<file path="src/rtl/mem_port_arbiter.sv">
// Memory-port arbiter: port 0 has fixed top priority, ports 1..NPORTS-1 rotate round-robin.
// Each grant tenure is bounded to MAXBEAT acknowledged beats and followed by a one-cycle RELEASE.
module mem_port_arbiter #(
   parameter int NPORTS  = 4,
   parameter int MAXBEAT = 8,
   parameter int IDW     = 2
) (
   input  logic              clk_i,
   input  logic              rst_i,
   input  logic [NPORTS-1:0] req_i,
   input  logic [NPORTS-1:0] last_i,
   input  logic              mem_ack_i,
   output logic [NPORTS-1:0] gnt_o,
   output logic [IDW-1:0]    gnt_id_o,
   output logic              mem_cyc_o,
   output logic              busy_o
);

   localparam int BW = $clog2(MAXBEAT) + 1;
   localparam logic [BW-1:0] LAST_BEAT = BW'(MAXBEAT - 1);

   localparam logic [1:0] S_IDLE    = 2'd0;
   localparam logic [1:0] S_GRANT   = 2'd1;
   localparam logic [1:0] S_RELEASE = 2'd2;

   logic [1:0]        r_state;
   logic [IDW-1:0]    r_rr_ptr;
   logic [BW-1:0]     r_beat;
   logic [NPORTS-1:0] r_gnt;
   logic [IDW-1:0]    r_gnt_id;
   logic              r_cyc;
   logic              r_busy;

   logic              w_win_vld;
   logic [IDW-1:0]    w_win_id;
   logic              w_req_g;
   logic              w_last_g;
   logic              w_end;
   int                w_k;

   // Port 0 wins outright; otherwise scan 1..NPORTS-1 starting at rr_ptr and wrapping back to 1.
   always_comb begin
      w_win_vld = 1'b0;
      w_win_id  = '0;
      w_k       = 0;
      if (req_i[0]) begin
         w_win_vld = 1'b1;
      end else begin
         for (int i = 0; i < NPORTS - 1; i++) begin
            w_k = int'(r_rr_ptr) + i;
            if (w_k >= NPORTS) w_k = w_k - (NPORTS - 1);
            if (!w_win_vld && req_i[w_k]) begin
               w_win_vld = 1'b1;
               w_win_id  = IDW'(w_k);
            end
         end
      end
   end

   always_comb begin
      w_req_g  = 1'b0;
      w_last_g = 1'b0;
      for (int i = 0; i < NPORTS; i++) begin
         if (r_gnt_id == IDW'(i)) begin
            w_req_g  = req_i[i];
            w_last_g = last_i[i];
         end
      end
   end

   // Any one of these closes the tenure; preemption by port 0 only lands on a beat boundary.
   assign w_end = (mem_ack_i && w_last_g)
               || (mem_ack_i && (r_beat == LAST_BEAT))
               || (mem_ack_i && req_i[0] && (r_gnt_id != '0))
               || !w_req_g;

   always_ff @(posedge clk_i) begin
      if (rst_i) begin
         r_state  <= S_IDLE;
         r_rr_ptr <= IDW'(1);
         r_beat   <= '0;
         r_gnt    <= '0;
         r_gnt_id <= '0;
         r_cyc    <= 1'b0;
         r_busy   <= 1'b0;
      end else begin
         case (r_state)
            S_IDLE: begin
               if (w_win_vld) begin
                  r_state  <= S_GRANT;
                  r_beat   <= '0;
                  r_gnt    <= NPORTS'(1) << w_win_id;
                  r_gnt_id <= w_win_id;
                  r_cyc    <= 1'b1;
                  r_busy   <= 1'b1;
               end
            end
            S_GRANT: begin
               if (mem_ack_i) r_beat <= r_beat + 1'b1;
               if (w_end) begin
                  r_state <= S_RELEASE;
                  r_gnt   <= '0;
                  r_cyc   <= 1'b0;
               end
            end
            S_RELEASE: begin
               r_state <= S_IDLE;
               r_busy  <= 1'b0;
               if (r_gnt_id != '0) begin
                  if (r_gnt_id == IDW'(NPORTS - 1)) r_rr_ptr <= IDW'(1);
                  else                              r_rr_ptr <= r_gnt_id + 1'b1;
               end
            end
            default: begin
               r_state <= S_IDLE;
               r_gnt   <= '0;
               r_cyc   <= 1'b0;
               r_busy  <= 1'b0;
            end
         endcase
      end
   end

   assign gnt_o     = r_gnt;
   assign gnt_id_o  = r_gnt_id;
   assign mem_cyc_o = r_cyc;
   assign busy_o    = r_busy;

endmodule

</file>
<file path="config.mk">
export PLATFORM = sky130hd
export DESIGN_NAME = mem_port_arbiter
export DESIGN_NICKNAME = d
export VERILOG_FILES = /design/src/rtl/mem_port_arbiter.sv
export SDC_FILE = /design/constraint.sdc
export NUM_CORES = 1
export LEC_CHECK = 0
export ABC_AREA = 0
export BUFFER_PORTS_ARGS = -buffer_cell sky130_fd_sc_hd__buf_2
export CAP_MARGIN = 20
export CORE_MARGIN = 2
export CORE_UTILIZATION = 40
export DETAILED_ROUTE_END_ITERATION = 8
export PLACE_DENSITY = 0.57
export SLEW_MARGIN = 20
export SYNTH_ARGS = -nofsm -noshare
export SYNTH_HDL_FRONTEND = slang
export SYNTH_SLANG_ARGS = --single-unit
export TNS_END_PERCENT = 100
</file>
<file path="constraint.sdc">
create_clock -name clk_i -period 3.3 [get_ports clk_i]
set_input_delay 0.33 -clock clk_i [delete_from_list [all_inputs] [get_ports clk_i]]
set_output_delay 0.33 -clock clk_i [all_outputs]
set_load 0.03 [all_outputs]
</file>
==> impl_metrics.ini <==
[route]
wirelength_mm = 2.21
ant_nets = 0
initialDrtViolationCount = 21
route.detailed.drc = 0
wl_per_cell_um = 13.4
viasPerCell = 5.45
routed-via-count = 900
drt_pass1_iterations = 4

[timing]
finalHoldViolations = 0
min_period_ns = 2.45
grt_setup_unrepaired = false
max_freq_mhz = 409
worst_pin_slew_ns = 0.387
finalSetupTns_ns = 0
skew_ns = 0.000460
setup_ws_ns = 0.854
setup_viol = 0
timing.max_slew.rel_slack_pct = 74.0
report.final.slew_viol_count = 0
period_share_pct = 74.1

[synthesis]
synthCells = 117
yosysWarnings = 0
synth_top_cell_by_area = dfxtp_1
yosysSeqAreaShare_pct = 29.8
synth-seq-cells = 16
synthFlopType = dfxtp_1
synth.avg_cell_area_um2 = 9.20
syn_area_um2 = 1080
ys_types = 43
synthesis.nets = 136
synth_top_area_share_pct = 29.8
synth_edf_count = 0
async_flop_share_pct = 0
yosys-top-cells-area = dfxtp_1 30%, ha_1 9.3%, mux4_2 6.3%

[placement]
place_ws_ns = 0.867
port_buffers = 18
place.gp.congestion = 0.733
place_hpwl_mm = 1.72
place_inst = 161

[clock_network]
ctsLongestPathBuffers = 2
cts_tree = built
clk_latency_ns = 0.29
cts-root-buf = clkbuf_4
cts_sinks = 16
holdBufCountCts = 0
cts_max_level = 1
numCtsBuffers = 3
cts.clk_slew.worst_paths_ns = 0.10
postCtsSetupRepairBufs = 0
cts_resized = 0

[die]
core_um2 = 2520
num_rows = 18
die-area_um2 = 3120
ios = 19
die_width_um = 55.9
die_h_um = 55.9
start_util_pct = 42.7

[grt]
grtUsageTotal_pct = 15.0
antenna_found_initial = 0
gr-total-overflow = 0
grt_max_degree = 17
grt_pass1_wl_mm = 3.72
grt_pass1_vias = 818

[worst_setup_path]
path_max_fanout = 6
end_kind = register
cp.arrival_ns = 2.68
cp.required_ns = 3.53
path_class = register to register
start_kind = register

[power_and_ir_drop]
worst_ir_drop_vdd_uv = 350
p_leak_nw = 0.508
powerDensity_nw_per_um2 = 411

[worst_hold_path]
hp-class = input pin to register

[finish]
layout-drive-gt1-share_pct = 28.9
area_growth_pct = 13.7
nets = 155
diodes = 0
final_cells = 165

[flow_run]
drv_cap = 0

[status]
status = complete, no violations
## critical path, cell delays in order (launching register included)
cell	delay (ns)
dfxtp_1	0.46
inv_1	0.08
ha_1	0.41
mux4_2	0.59
nor4_4	0.39
o21bai_2	0.15
a21oi_2	0.19
o2bb2ai_1	0.12
## flip-flops by register name (all words and copies together), names as in the netlist
name / cells
r_beat: 4
mem_cyc_o: 1
gnt_o: 4
r_rr_ptr: 2
gnt_id_o: 2
busy_o: 1
r_state: 2
## Yosys cell counts, types with 2 or more instances
library cell / instances
nor2b_1: 3
nor3b_1: 2
inv_1: 7
dfxtp_1: 16
ha_1: 8
nor3_1: 2
mux2i_1: 3
a21oi_2: 3
o21ai_0: 2
a22oi_1: 2
a21oi_1: 10
nor3_2: 2
nand2_1: 12
mux4_2: 3
nand2b_1: 4
nand3_1: 2
clkbuf_1: 3
nor2_1: 8
## per-layer routing
metal	global-route usage [%]	part of all wire, %	wire length (um)	vias up
met5	0	0	0	-
met4	3.06	0.77	17	0
met3	5.12	3.6	79	4
met2	22.8	46	1020	15
met1	20.6	50	1100	421
li1	-	-	-	460
## worst paths after layout
kind	from	cells after the start	slack [ns]	endpoint
max	r_rr_ptr[0]	7	0.85	gnt_o[0]
min	mem_ack_i	4	0.36	r_beat[1]
max reg2reg	r_rr_ptr[0]	7	0.85	gnt_o[0]
min reg2reg	gnt_o[0]	1	0.46	gnt_o[0]
## through the flow
| stage | hold slack, ns | util [%] | area (um^2) | power, mW |
|---|---|---|---|---|
| floorplan | 0.462 | - | 1080 | 0.338 |
| finish | 0.365 | 48.5 | 1220 | 0.503 |
| global placement | 0.444 | 47.1 | 1190 | 0.375 |
| detailed placement | 0.444 | 47.1 | 1190 | 0.375 |
| CTS | 0.373 | 48.5 | 1220 | 0.507 |
| global route | 0.371 | 48.5 | 1220 | 0.532 |
## report_power, final
group | internal [mW] | switching [mW] | leakage (nW) | total (mW)
Combinational | 0.0588 | 0.0881 | 0.357 | 0.147
Sequential | 0.207 | 0.0166 | 0.131 | 0.223
Clock | 0.0673 | 0.0656 | 0.0210 | 0.133
## cell type report
type | instances | area, um^2
clock buffers | 4 | 36.3
inverters | 7 | 26.3
multi-input cells | 90 | 713
repair buffers | 18 | 90.1
flip-flops and latches | 16 | 320
fillers | 250 | 1300
well taps | 30 | 37.5
## cell families after synthesis
| group | after synthesis | synth area share, % |
|---|---|---|
| simple gates | 45 | 24.8 |
| compound gates | 29 | 21.5 |
| flops | 16 | 29.8 |
| buf+inv | 11 | 3.95 |
| fa+ha+maj | 8 | 9.30 |
| mux | 6 | 9.07 |
| xor+xnor | 2 | 1.63 |
## layout by cell type, fill, tap and decap left out, drive strengths merged, types with 2 or more instances in the layout
master / n
a21oi: 13
a22oi: 2
buf: 18
clkbuf: 4
dfxtp: 16
ha: 8
inv: 7
mux2i: 3
mux4: 3
nand2: 13
nand2b: 4
nand3: 3
nor2: 8
nor2b: 3
nor3: 4
nor3b: 2
nor4: 2
o21ai: 2
or3: 2
(Power assumes the default switching activity.)
